==> config.mk <==
export PLATFORM = sky130hd
export DESIGN_NAME = ar9331_rx_link
export DESIGN_NICKNAME = d
export VERILOG_FILES = /design/src/rtl/ar9331_link_pkg.sv /design/src/rtl/link_sync_edge.sv /design/src/rtl/ar9331_rx_link.sv
export SDC_FILE = /design/constraint.sdc
export NUM_CORES = 1
export LEC_CHECK = 0
export CORE_MARGIN = 2
export CORE_UTILIZATION = 40
export DETAILED_ROUTE_END_ITERATION = 12
export REMOVE_ABC_BUFFERS = 1
export SLEW_MARGIN = 20
export SYNTH_ARGS = -nofsm -noshare
export SYNTH_HDL_FRONTEND = slang
export SYNTH_SLANG_ARGS = --single-unit
==> constraint.sdc <==
create_clock -name clk -period 2 [get_ports clk]
set_input_delay 0.6 -clock clk [delete_from_list [all_inputs] [get_ports clk]]
set_output_delay 0.6 -clock clk [all_outputs]
set_load 0.005 [all_outputs]
==> src/rtl/ar9331_link_pkg.sv <==
// Shared definitions for the AR9331 <-> FPGA parallel byte link.
// The transmitter side reuses the timing defaults and idle levels.
package ar9331_link_pkg;

   typedef enum logic [2:0] {
      IDLE,
      WAIT_LEN,
      SETTLE_L,
      WAIT_B,
      SETTLE_B,
      HOLD,
      DONE,
      WAIT_END
   } link_state_e;

   // Idle levels of the toggle lines and the frame line after reset
   localparam logic ACK_IDLE   = 1'b0;
   localparam logic STRB_IDLE  = 1'b0;
   localparam logic FRAME_IDLE = 1'b0;

   localparam int DEF_SYNC_STAGES = 2;
   localparam int DEF_SETTLE_CYC  = 2;
   localparam int DEF_TIMEOUT_CYC = 4096;

endpackage

==> src/rtl/link_sync_edge.sv <==
// N-stage synchronizer for one asynchronous link line, with rise/fall
// detection on the synchronized level. STAGES must be at least 2.
module link_sync_edge #(
   parameter int   STAGES  = 2,
   parameter logic RST_VAL = 1'b0
) (
   input  logic clk,
   input  logic rst_n,
   input  logic async_in,
   output logic sync,
   output logic rise,
   output logic fall
);

   logic [STAGES-1:0] chain;
   logic              prev;

   // shift the async line through the chain; prev holds the last synced level
   always_ff @(posedge clk or negedge rst_n) begin
      if (!rst_n) begin
         chain <= {STAGES{RST_VAL}};
         prev  <= RST_VAL;
      end else begin
         chain <= {chain[STAGES-2:0], async_in};
         prev  <= chain[STAGES-1];
      end
   end

   assign sync = chain[STAGES-1];
   assign rise = sync & ~prev;
   assign fall = ~sync & prev;

endmodule

==> src/rtl/ar9331_rx_link.sv <==
// Responder end of the AR9331 parallel byte link. Each strobe toggle
// announces a byte on link_data; the byte is sampled after a settle delay,
// acknowledged by toggling link_ack and handed to a valid/ready stream.
// Frames are a length byte followed by that many payload bytes.
// Build option RX_CHECKSUM_EN: a trailing mod-256 checksum byte over the
// length and payload is expected, acked, checked and never output.
//
// state    | meaning
// ---------+------------------------------------------------------------
// IDLE     | no frame, waiting for link_frame rising
// WAIT_LEN | frame open, waiting for the strobe of the length byte
// SETTLE_L | letting link_data settle, then capture length and ack
// WAIT_B   | waiting for the next payload (or checksum) strobe
// SETTLE_B | letting link_data settle before the byte is taken
// HOLD     | byte ready; load and ack once the holding register frees up
// DONE     | all bytes acked, waiting for the holding register to drain
// WAIT_END | frame complete, waiting for link_frame to drop
module ar9331_rx_link
   import ar9331_link_pkg::*;
#(
   parameter int SYNC_STAGES = DEF_SYNC_STAGES,
   parameter int SETTLE_CYC  = DEF_SETTLE_CYC,
   parameter int TIMEOUT_CYC = DEF_TIMEOUT_CYC
) (
   input  logic       clk,
   input  logic       rst_n,
   input  logic       link_frame,
   input  logic       link_strb,
   input  logic [7:0] link_data,
   output logic       link_ack,
   output logic [7:0] m_data,
   output logic       m_valid,
   input  logic       m_ready,
   output logic       m_first,
   output logic       m_last,
   output logic       frame_done,
   output logic       frame_err,
   output logic       busy
);

   localparam int SW = $clog2(SETTLE_CYC + 1);
   localparam int TW = $clog2(TIMEOUT_CYC + 1);

   // the length settle runs one extra cycle so length and payload acks
   // share the same pin-to-ack latency
   localparam logic [SW-1:0] SETTLE_LEN = SW'(SETTLE_CYC);
   localparam logic [SW-1:0] SETTLE_PAY = SW'(SETTLE_CYC - 1);
   localparam logic [TW-1:0] TMO_LOAD   = TW'(TIMEOUT_CYC - 1);

   link_state_e   state;
   logic [SW-1:0] settle_cnt;
   logic [TW-1:0] tmo_cnt;
   logic [7:0]    rem;
   logic          first_pend;
`ifdef RX_CHECKSUM_EN
   logic [7:0]    cks;
   logic          cks_bad;
`endif

   logic frame_sync, frame_rise, frame_fall;
   logic strb_sync_unused, strb_rise, strb_fall;
   logic strb_edge, wait_state, tmo_run, abort_fall, abort_tmo, hold_free;

   link_sync_edge #(.STAGES(SYNC_STAGES), .RST_VAL(FRAME_IDLE)) u_sync_frame (
      .clk      (clk),
      .rst_n    (rst_n),
      .async_in (link_frame),
      .sync     (frame_sync),
      .rise     (frame_rise),
      .fall     (frame_fall)
   );

   link_sync_edge #(.STAGES(SYNC_STAGES), .RST_VAL(STRB_IDLE)) u_sync_strb (
      .clk      (clk),
      .rst_n    (rst_n),
      .async_in (link_strb),
      .sync     (strb_sync_unused),
      .rise     (strb_rise),
      .fall     (strb_fall)
   );

   // the edge detector's history register runs every cycle, so edges seen
   // while idle, settling or holding are consumed and never taken later
   assign strb_edge  = strb_rise | strb_fall;
   assign wait_state = (state == WAIT_LEN) || (state == WAIT_B);
   assign tmo_run    = wait_state || (state == SETTLE_L) || (state == SETTLE_B);
   assign abort_fall = frame_fall && (state != IDLE) && (state != DONE) && (state != WAIT_END);
   assign abort_tmo  = wait_state && (tmo_cnt == '0) && !strb_edge;
   assign hold_free  = !m_valid || m_ready;

   // link sequencer, holding register and status outputs
   always_ff @(posedge clk or negedge rst_n) begin
      if (!rst_n) begin
         state      <= IDLE;
         settle_cnt <= '0;
         tmo_cnt    <= '0;
         rem        <= 8'h00;
         first_pend <= 1'b0;
         link_ack   <= ACK_IDLE;
         m_data     <= 8'h00;
         m_valid    <= 1'b0;
         m_first    <= 1'b0;
         m_last     <= 1'b0;
         frame_done <= 1'b0;
         frame_err  <= 1'b0;
         busy       <= 1'b0;
`ifdef RX_CHECKSUM_EN
         cks        <= 8'h00;
         cks_bad    <= 1'b0;
`endif
      end else begin
         frame_done <= 1'b0;
         frame_err  <= 1'b0;
         if (m_valid && m_ready)
            m_valid <= 1'b0;
         if (tmo_run && (tmo_cnt != '0))
            tmo_cnt <= tmo_cnt - 1'b1;

         if (abort_fall || abort_tmo) begin
            // a byte still held is delivered, but never flagged as last
            frame_err <= 1'b1;
            m_last    <= 1'b0;
            state     <= IDLE;
            busy      <= 1'b0;
         end else begin
            case (state)
               IDLE: begin
                  rem        <= 8'h00;
                  tmo_cnt    <= TMO_LOAD;
                  first_pend <= 1'b0;
`ifdef RX_CHECKSUM_EN
                  cks_bad    <= 1'b0;
`endif
                  if (frame_rise) begin
                     state <= WAIT_LEN;
                     busy  <= 1'b1;
                  end
               end
               WAIT_LEN: begin
                  if (strb_edge) begin
                     settle_cnt <= SETTLE_LEN;
                     tmo_cnt    <= TMO_LOAD;
                     state      <= SETTLE_L;
                  end
               end
               SETTLE_L: begin
                  if (settle_cnt == '0) begin
                     rem        <= link_data;
                     first_pend <= 1'b1;
                     link_ack   <= ~link_ack;
`ifdef RX_CHECKSUM_EN
                     cks        <= link_data;
                     state      <= WAIT_B;
`else
                     state      <= (link_data == 8'h00) ? DONE : WAIT_B;
`endif
                  end else begin
                     settle_cnt <= settle_cnt - 1'b1;
                  end
               end
               WAIT_B: begin
                  if (strb_edge) begin
                     settle_cnt <= SETTLE_PAY;
                     tmo_cnt    <= TMO_LOAD;
                     state      <= SETTLE_B;
                  end
               end
               SETTLE_B: begin
                  if (settle_cnt == '0) begin
`ifdef RX_CHECKSUM_EN
                     // rem already zero means this strobe carried the checksum
                     if (rem == 8'h00) begin
                        cks_bad  <= (link_data != cks);
                        link_ack <= ~link_ack;
                        state    <= DONE;
                     end else begin
                        state <= HOLD;
                     end
`else
                     state <= HOLD;
`endif
                  end else begin
                     settle_cnt <= settle_cnt - 1'b1;
                  end
               end
               HOLD: begin
                  // ack is withheld while the register is full: that is the
                  // backpressure path to the AR9331
                  if (hold_free) begin
                     m_data     <= link_data;
                     m_valid    <= 1'b1;
                     m_first    <= first_pend;
                     m_last     <= (rem == 8'd1);
                     first_pend <= 1'b0;
                     link_ack   <= ~link_ack;
                     rem        <= rem - 8'd1;
`ifdef RX_CHECKSUM_EN
                     cks        <= cks + link_data;
                     state      <= WAIT_B;
`else
                     state      <= (rem == 8'd1) ? DONE : WAIT_B;
`endif
                  end
               end
               DONE: begin
                  if (!m_valid) begin
`ifdef RX_CHECKSUM_EN
                     frame_done <= !cks_bad;
                     frame_err  <= cks_bad;
`else
                     frame_done <= 1'b1;
`endif
                     state <= WAIT_END;
                  end
               end
               WAIT_END: begin
                  if (!frame_sync) begin
                     state <= IDLE;
                     busy  <= 1'b0;
                  end
               end
               default: begin
                  state <= IDLE;
                  busy  <= 1'b0;
               end
            endcase
         end
      end
   end

endmodule

-- Word level (Yosys, flattened, before mapping)
Cells that the tools add are included.
- register bits: 48
- bitwise gates (word level): 11
- add/subtract/negate cells: 3
- reductions and logical operators: 35
- mux-type cells: 44
- eq/ne operators: 23
- operator list (cell ; count):
    13-bit two-way mux ; 3
    3-bit two-way mux ; 11
    13-bit one-hot mux with 2 select lines ; 1
    3-bit one-hot mux with 8 select lines ; 1
    8-bit one-hot mux with 3 select lines ; 1
    1-bit two-way mux ; 18
    3-bit != test (second input constant) ; 6
    8-bit two-way mux ; 2
    13-bit logical NOT ; 1
    13-bit nonzero test ; 1
    13-bit by 1-bit subtractor with 13-bit output (second input constant) ; 1
    3-bit equality test (second input constant) ; 4
    3-bit nonzero test ; 4
    8-bit by 1-bit equality test with 1-bit output (second input constant) ; 1
    8-bit logical NOT ; 1
    2-bit != test (second input constant) ; 4
    4-bit AND reduction ; 2
    8-bit AND reduction ; 1
    8-bit by 1-bit subtractor with 8-bit output (second input constant) ; 1
    1-bit logical AND ; 7
    3-bit by 2-bit equality test with 1-bit output (second input constant) ; 2
    2-bit two-way mux ; 3
    3-bit by 1-bit != test with 1-bit output (second input constant) ; 2
    3-bit by 2-bit != test with 1-bit output (second input constant) ; 2
    other kinds (18) ; 36

-- Longest topological paths before layout
Gate-level depths: netlist (run 1).
- word-level depth: 9
- mapped depth: 7
- mapped depth without buffers: 7

-- Modules after synthesis
From an unflattened synthesis (run 1), not the netlist that was laid out.
- cells, all modules: 262
- area total of the unflattened synthesis: 2606.2 µm²
- by module, submodules not included (module ; area an instance (µm²) ; cells an instance ; instances):
    ar9331_rx_link ; 2426.1 ; 252 ; 1
    link_sync_edge ; 90.1 ; 5 ; 2

-- Worst setup path before layout (run 1)
OpenSTA, ideal clock, no wires.
- path type: register -> register
- from: register tmo_cnt[0]
- to: register link_ack
- arrival time: 1611 ps
- stages on the path, launching flop included: 8
- buffers on the path: 0
- clock period less this slack: 1737 ps
- path slack: 263 ps
- setup time: 125 ps
- cells stage by stage: dfrtp_1 > inv_1 > ha_1 > nor3b_2 > nand4_2 > o21ai_4 > nor2_1 > xor2_1
- word-level cells in the longest chain between the ends: 6
- RTL lines (what ; line ; text):
    start, declared ; ar9331_rx_link.sv:52 ; logic [TW-1:0] tmo_cnt;
    start signal, assigned ; ar9331_rx_link.sv:117 ; tmo_cnt <= tmo_cnt - 1'b1;
    13-bit logical NOT ; ar9331_rx_link.sv:88 ; assign abort_tmo = wait_state && (tmo_cnt == '0) && !strb_edge;
    1-bit logical AND (2 in series) ; ar9331_rx_link.sv:88 ;
    1-bit logical OR ; ar9331_rx_link.sv:119 ; if (abort_fall || abort_tmo) begin
    1-bit NOT (no line) ; -- ;
    4-bit AND reduction (no line) ; -- ;
    end signal, assigned ; ar9331_rx_link.sv:150 ; link_ack <= ~link_ack;
    end signal, assigned ; ar9331_rx_link.sv:195 ; link_ack <= ~link_ack;
    end, declared ; ar9331_rx_link.sv:30 ; output logic link_ack,
Every way passes these cells.
A chain may end at the register's enable or synchronous reset.

-- Worst setup path after layout (run 1)
- from: input port m_ready
- to: register state[0]
- word-level cells in the longest chain between the ends: 3
- RTL lines (what ; line ; text):
    start, declared ; ar9331_rx_link.sv:33 ; input logic m_ready,
    1-bit logical OR ; ar9331_rx_link.sv:89 ; assign hold_free = !m_valid || m_ready;
    3-bit != test (no line) ; -- ;
    8-bit AND reduction (no line) ; -- ;
    end signal, assigned ; ar9331_rx_link.sv:155 ; state <= (link_data == 8'h00) ? DONE : WAIT_B;
    end signal, assigned ; ar9331_rx_link.sv:201 ; state <= (rem == 8'd1) ? DONE : WAIT_B;
    end, declared ; ar9331_rx_link.sv:50 ; link_state_e state;
Every way passes these cells.

==> results of run 1 <==
## routing by layer
metal / vias to the layer above / global-route usage [%] / part of all wire (%)
met5: - / 0 / 0
met4: 0 / 4.92 / 1.0
met1: 992 / 25.8 / 51
li1: 1003 / - / -
met3: 4 / 3.48 / 3.6
met2: 50 / 24.5 / 44
## power by group through the flow
stage	Clock, W	Combinational [W]	Sequential (W)
after floorplan	0	0.00137	0.00158
after global placement	0	0.00248	0.00153
after detailed placement	0	0.00252	0.00152
after CTS	0.000579	0.00253	0.00151
after global routing	0.000627	0.00279	0.00155
final	0.000551	0.00252	0.00151
## cells by family (layout without fill, tap and decap cells)
group                      after synthesis  in the layout  synth area share [%]
DFF                                     48             48                  48.1
and+or+nand+nor                        101            101                  22.6
buffers and inverters                   19             79                  3.21
xor gates and xnor gates                15             15                  5.27
adders and majority gates                4              4                  2.01
AOI/OAI and AO/OA                       45             45                  12.7
muxes                                   14             14                  6.12
## flip-flops by register name, indices dropped and copies added, names as in the netlist, 2 cells and up
| signal | count |
|---|---|
| settle_cnt | 2 |
| rem | 8 |
| u_sync_strb.chain | 2 |
| u_sync_frame.chain | 2 |
| state | 3 |
| m_data | 8 |
| tmo_cnt | 13 |
## critical path, stage by stage
cell and delay [ps]:
clkdlybuf4s50_1 490, nor3b_1 60, o211ai_1 240, nand3_1 190, or3_1 400, a21oi_1 120
## per-stage QoR
stage | setup TNS, ps | instances | hold WS [ps]
after floorplan | -1470 | 235 | 304
after global placement | -1830 | 374 | 336
after detailed placement | -2170 | 374 | 335
after CTS | 0 | 381 | 215
after global routing | 0 | 381 | 214
final | 0 | 381 | 205
## synthesized netlist by cell type, drive strengths merged
library cell  instances
a21oi                13
mux2                 10
nor2                 16
and2                  4
nand3                12
xor2                  9
xnor2                 6
o311a                 1
o211ai                4
mux2i                 4
dfrtp                48
buf                   7
inv                   8
a211oi                1
nand2                24
ha                    4
and3                  1
nor3b                 3
nor2b                 3
a22oi                 1
a21o                  1
nand4                 6
a311oi                1
nor4                  7
o31ai                 1
or3                   5
nand4b                2
o2bb2ai               6
clkbuf                4
a32oi                 1
nand2b                3
or4                   2
nor3                 11
a2111oi               1
nand3b                1
o32a                  1
a221oi                1
o21ai                12
nor4b                 1
## worst paths after layout
check | endpoint | slack (ps) | from
worst max register to register | m_first$_DFFE_PN0P_ | 150 | state[2]$_DFFE_PN0P_
worst min-delay path | tmo_cnt[3]$_DFF_PN0_ | 200 | rst_n
worst max-delay path | state[0]$_DFFE_PN0P_ | 140 | m_ready
min in group clk | u_sync_frame.chain[1]$_DFF_PN0_ | 350 | u_sync_frame.chain[0]$_DFF_PN0_
worst min register to register | u_sync_frame.chain[1]$_DFF_PN0_ | 350 | u_sync_frame.chain[0]$_DFF_PN0_
max in group asynchronous | m_data[0]$_DFFE_PN0P_ | 1280 | rst_n
## final cells by class
cell class,count,area share [%]
tap,75,2.97
sequential,48,38.0
multi-input combinational,179,38.4
timing repair buffer,64,17.2
inverter,8,0.949
clock inverter,2,0.396
clock buffer,5,2.18
==> impl_metrics.yaml, run 1 <==
layout:
  final_nets: 323
  final_util_pct: 52.8
  final_area_mm2: 0.00316
  final_layout_size_suffix_gt1_share_pct: 19.0
  mostFrequentLayoutCells: "dfrtp_1 (48), buf_4 (37), clkdlybuf4s50_1 (26), nand2_1 (23), nor2_1 (16)"
  area_growth_pct: 26.8
  diodes: 0
  multiInputGateArea_mm2: 0.00121
  n_fill_cell: 568
  final_common_cell: "dfrtp_1"
  seq_area_mm2: 0.00120
critical_path:
  crit_arrival_ps: 2090
  reg2reg_depth: 5
  setup.worst_path.class: "in -> reg"
  required_ps: 2230
  end_kind: "flop"
  crit_path_start_kind: "primary input"
  crit_path_max_fanout: 3
floorplanning:
  dieArea_mm2: 0.00688
  core_area_mm2: 0.00599
  num_io_pins: 28
  start_util_pct: 41.6
  rows: 28
  dieWidth_um: 83.0
  dieHeight_um: 83.0
clock_tree:
  ctsResizeCount: 0
  cts_tree: "built"
  htree_levels: 2
  clock_latency_ps: 300
  cts_made_buffers: 5
  cts_root_buffer: "clkbuf_8"
  cts.sinks: 48
  cts_hold_buf: 0
  post_cts_buffers: 0
  clk_path_buf_depth: 2
  cts.clk_slew.worst_paths_ps: 80
sta:
  slew_headroom_pct: 71.9
  post-route-period-util_pct: 93.0
  final_max_slew_viol_count: 0
  setup_viol: 0
  finalCriticalPeriod_ps: 1860
  timing.final.ws_setup_ps: 139
  hold_viol: 0
  rsz0062_at_grt: "false"
  max_freq_ghz: 0.537
  fin_skew_ps: 3.79
  worst_pin_slew_ps: 420
routing:
  drc: 0
  initialDrtViolationCount: 80
  antenna_left: 0
  vias_per_cell: 5.38
  firstDrtPassIters: 4
  routed_wl_mm: 5.63
  via_count: 2049
  detail_route.wl_per_cell_um: 14.8
power_and_ir_drop:
  report.power.total_w: 0.00458
  p_comb_share_pct: 55.1
  internal_power_w: 0.00275
  ir_drop_uv: 651
  p_clk_share_pct: 12.0
  p_leak_nw: 1.30
  power.density_mw_per_mm2: 1450
  switching_share_pct: 40.0
  p_seq_share_pct: 32.9
  p_sw_w: 0.00183
synth:
  postSynthAreaPerCell_um2: 10.1
  synth_cells: 246
  ys_seq_elements: 48
  synth_area_leader_cell: "dfrtp_1"
  seq_area_frac_synth_pct: 48.1
  yosys_warnings: 0
  yosys.area.top_type_share_pct: 48.1
  netlist_area_mm2: 0.00249
  yosysUniqueCellTypes: 50
  yosys-top-cells-area: "dfrtp_1 (48%), mux2_1 (4.5%), nand2_1 (3.5%)"
global_routing:
  grt_first_pass_wirelength_mm: 9.61
  grt_util_all_layers_pct: 17.0
  grt_overflow: 0
  antenna_found_initial: 0
  grt_pass1_vias: 1968
  grt_max_degree: 18
placed_design:
  portBuffers: 27
  place.gp.congestion: 0.857
  hpwlAfterDp_mm: 4.22
  dpl_cell_area_mm2: 0.00308
  dpl_worst_slack_ps: -191
hold_path:
  hold_class: "in -> async"
status:
  status: "finished, final reports clean"
job:
  drv_cap: 0
Note: power is estimated with default switching activity, not from simulation.
==> run 2: changes to the inputs <==
- clock period: 2 -> 1.7 ns (I/O delays scaled with it)
==> impl_metrics.yaml, run 2 (synthesized netlist as in run 1, its figures left out) <==
status:
  status: "complete, but fails checks"
  violations: "negative setup slack"
routing:
  routed_wl_mm: 5.99
  antenna_left: 0
  firstDrtPassIters: 4
  detail_route.wl_per_cell_um: 14.6
  vias_per_cell: 5.22
  via_count: 2141
  initialDrtViolationCount: 120
  drc: 0
clock_tree:
  cts_tree: "built"
  cts.clk_slew.worst_paths_ps: 90
  cts.sinks: 48
  cts_root_buffer: "clkbuf_8"
  htree_levels: 2
  cts_hold_buf: 0
  clock_latency_ps: 300
  cts_made_buffers: 5
  clk_path_buf_depth: 2
layout:
  n_fill_cell: 501
  final_area_mm2: 0.00363
  final_nets: 352
  instances_no_fill: 410
  final_common_cell: "buf_4"
  area_growth_pct: 45.4
  largest_reg_flops: 13
  seq_area_mm2: 0.00120
  final_layout_size_suffix_gt1_share_pct: 36.4
  multiInputGateArea_mm2: 0.00138
  regMostFlops: "tmo_cnt"
  diodes: 0
  mostFrequentLayoutCells: "buf_4 (60), dfrtp_1 (45), nand2_1 (22), nor2_1 (15), a21oi_1 (12)"
  top_regs: "tmo_cnt: 13 flops, m_data: 8 flops, rem: 8 flops"
critical_path:
  crit_path_start_kind: "flop"
  startpoint: "state[0]$_DFFE_PN0P_"
  reg2reg_from: "state[0]$_DFFE_PN0P_"
  reg2reg_to: "m_first$_DFFE_PN0P_"
  crit_arrival_ps: 1950
  end_kind: "flop"
  reg2reg_slack_ps: -70
  crit_path_max_fanout: 5
  cp_slowest_cell: "dfrtp_1"
  reg2reg_depth: 5
  slowest_delay_ps: 430
  required_ps: 1890
  setup.worst_path.class: "reg -> reg"
  path_cells: "or3_4 -> nand4b_1 -> and2_4 -> buf_6 -> mux2_4"
  endpoint: "m_first$_DFFE_PN0P_"
power_and_ir_drop:
  p_sw_w: 0.00239
  ir_drop_uv: 817
  report.power.total_w: 0.00632
  p_seq_share_pct: 27.8
  p_clk_share_pct: 11.6
  switching_share_pct: 37.8
  internal_power_w: 0.00393
  p_leak_nw: 1.68
  power.density_mw_per_mm2: 1740
  p_comb_share_pct: 60.6
global_routing:
  antenna_found_initial: 0
  grt_util_all_layers_pct: 17.8
  met1_usage_pct: 27.7
  global_route.usage.met3_pct: 3.08
  gr-usage-met2_pct: 25.3
  grt_max_degree: 49
  top_usage_layer: "met1"
  grt_overflow: 0
  grt_first_pass_wirelength_mm: 10.1
  grt_pass1_vias: 2065
sta:
  hold_ws_ps: 184
  max_freq_ghz: 0.566
  rsz0062_at_grt: "true"
  slew_headroom_pct: 66.9
  finalCriticalPeriod_ps: 1770
  hold_viol: 0
  timing.final.ws_setup_ps: -66.3
  setup_viol: 12
  post-route-period-util_pct: 104
  final_max_slew_viol_count: 0
  worst_pin_slew_ps: 496
  fin_skew_ps: 6.30
floorplanning:
  num_io_pins: 28
  start_util_pct: 41.6
  rows: 28
  dieArea_mm2: 0.00688
  dieWidth_um: 83.0
  dieHeight_um: 83.0
  core_area_mm2: 0.00599
hold_path:
  hold_class: "in -> async"
placed_design:
  dpl_cell_area_mm2: 0.00325
  dpl.cell_count: 393
  hpwlAfterDp_mm: 4.22
  portBuffers: 27
  place.gp.congestion: 0.923
job:
  drv_cap: 0
[run 2: cell types whose count changed in the layout (fill, tap and decap cells not counted), moves of 3 or more]
cell,before,now
buf_6,0,4
nor3_1,10,6
dlymetal6s2s_1,0,11
dlygate4sd2_1,0,5
dfrtp_2,0,3
mux2_4,0,9
buf_4,37,60
mux2_1,10,1
clkdlybuf4s50_1,26,10
inv_2,1,4
dfrtp_1,48,45
inv_1,7,4
nor3_2,1,4
[run 2: per-stage QoR]
step	setup slack (ps)	TNS [ps]	utilization, %
after detailed placement	-401	-6690	54.2
after global routing	-112	-1890	60.5
final	-66.3	-556	60.5
after global placement	-380	-6360	54.2
after CTS	-83.0	-718	57.9
after floorplan	-464	-6640	-
[run 2: how the worst min path moves through the flow]
stage	from	end	slack (ps)	depth (start not counted)
3_3_place_gp	u_sync_strb.chain[0]$_DFF_PN0_	u_sync_strb.chain[1]$_DFF_PN0_	330	0
6_report	rst_n	tmo_cnt[2]$_DFF_PN0_	180	2
3_5_place_dp	u_sync_frame.chain[0]$_DFF_PN0_	u_sync_frame.chain[1]$_DFF_PN0_	330	0
4_1_cts	rst_n	tmo_cnt[2]$_DFF_PN0_	190	2
2_1_floorplan	rst_n	busy$_DFFE_PN0P_	210	0
5_1_grt	rst_n	tmo_cnt[9]$_DFF_PN0_	190	2
[run 2: timing repair]
action / 4_1_cts / 5_1_grt
gates resized for setup: 30 / 32
setup endpoints to repair: 27 / 49
buffers inserted: 5 / 6
pin swaps: 11 / 18
[run 2: layout make-up]
type / count / share of cell area, %
multi-input combinational: 179 / 38.0
sequential: 48 / 33.2
tap: 75 / 2.59
clock buffer: 7 / 2.66
timing repair buffer: 93 / 22.7
inverter: 8 / 0.828
[run 2: critical path, delay by kind of cell (launching register included)]
family,cells,cell delay [ps]
AND/OR/NAND/NOR,3,790
buffers and inverters,1,130
flip-flops,1,430
multiplexers,1,300
[run 2: power by group through the flow]
stage	registers (W)	logic [W]	clock network [W]
after floorplan	0.00186	0.00162	0
after CTS	0.00176	0.00365	0.000745
after global routing	0.00180	0.00418	0.000791
after global placement	0.00176	0.00331	0
final	0.00176	0.00383	0.000730
after detailed placement	0.00177	0.00333	0
[run 2: per-layer routing]
metal | part of all wire (%) | vias up | wire, µm
met2 | 45 | 38 | 2680
met5 | 0 | - | 0
li1 | - | 1059 | -
met3 | 3.5 | 7 | 209
met1 | 51 | 1037 | 3030
met4 | 1.2 | 0 | 72
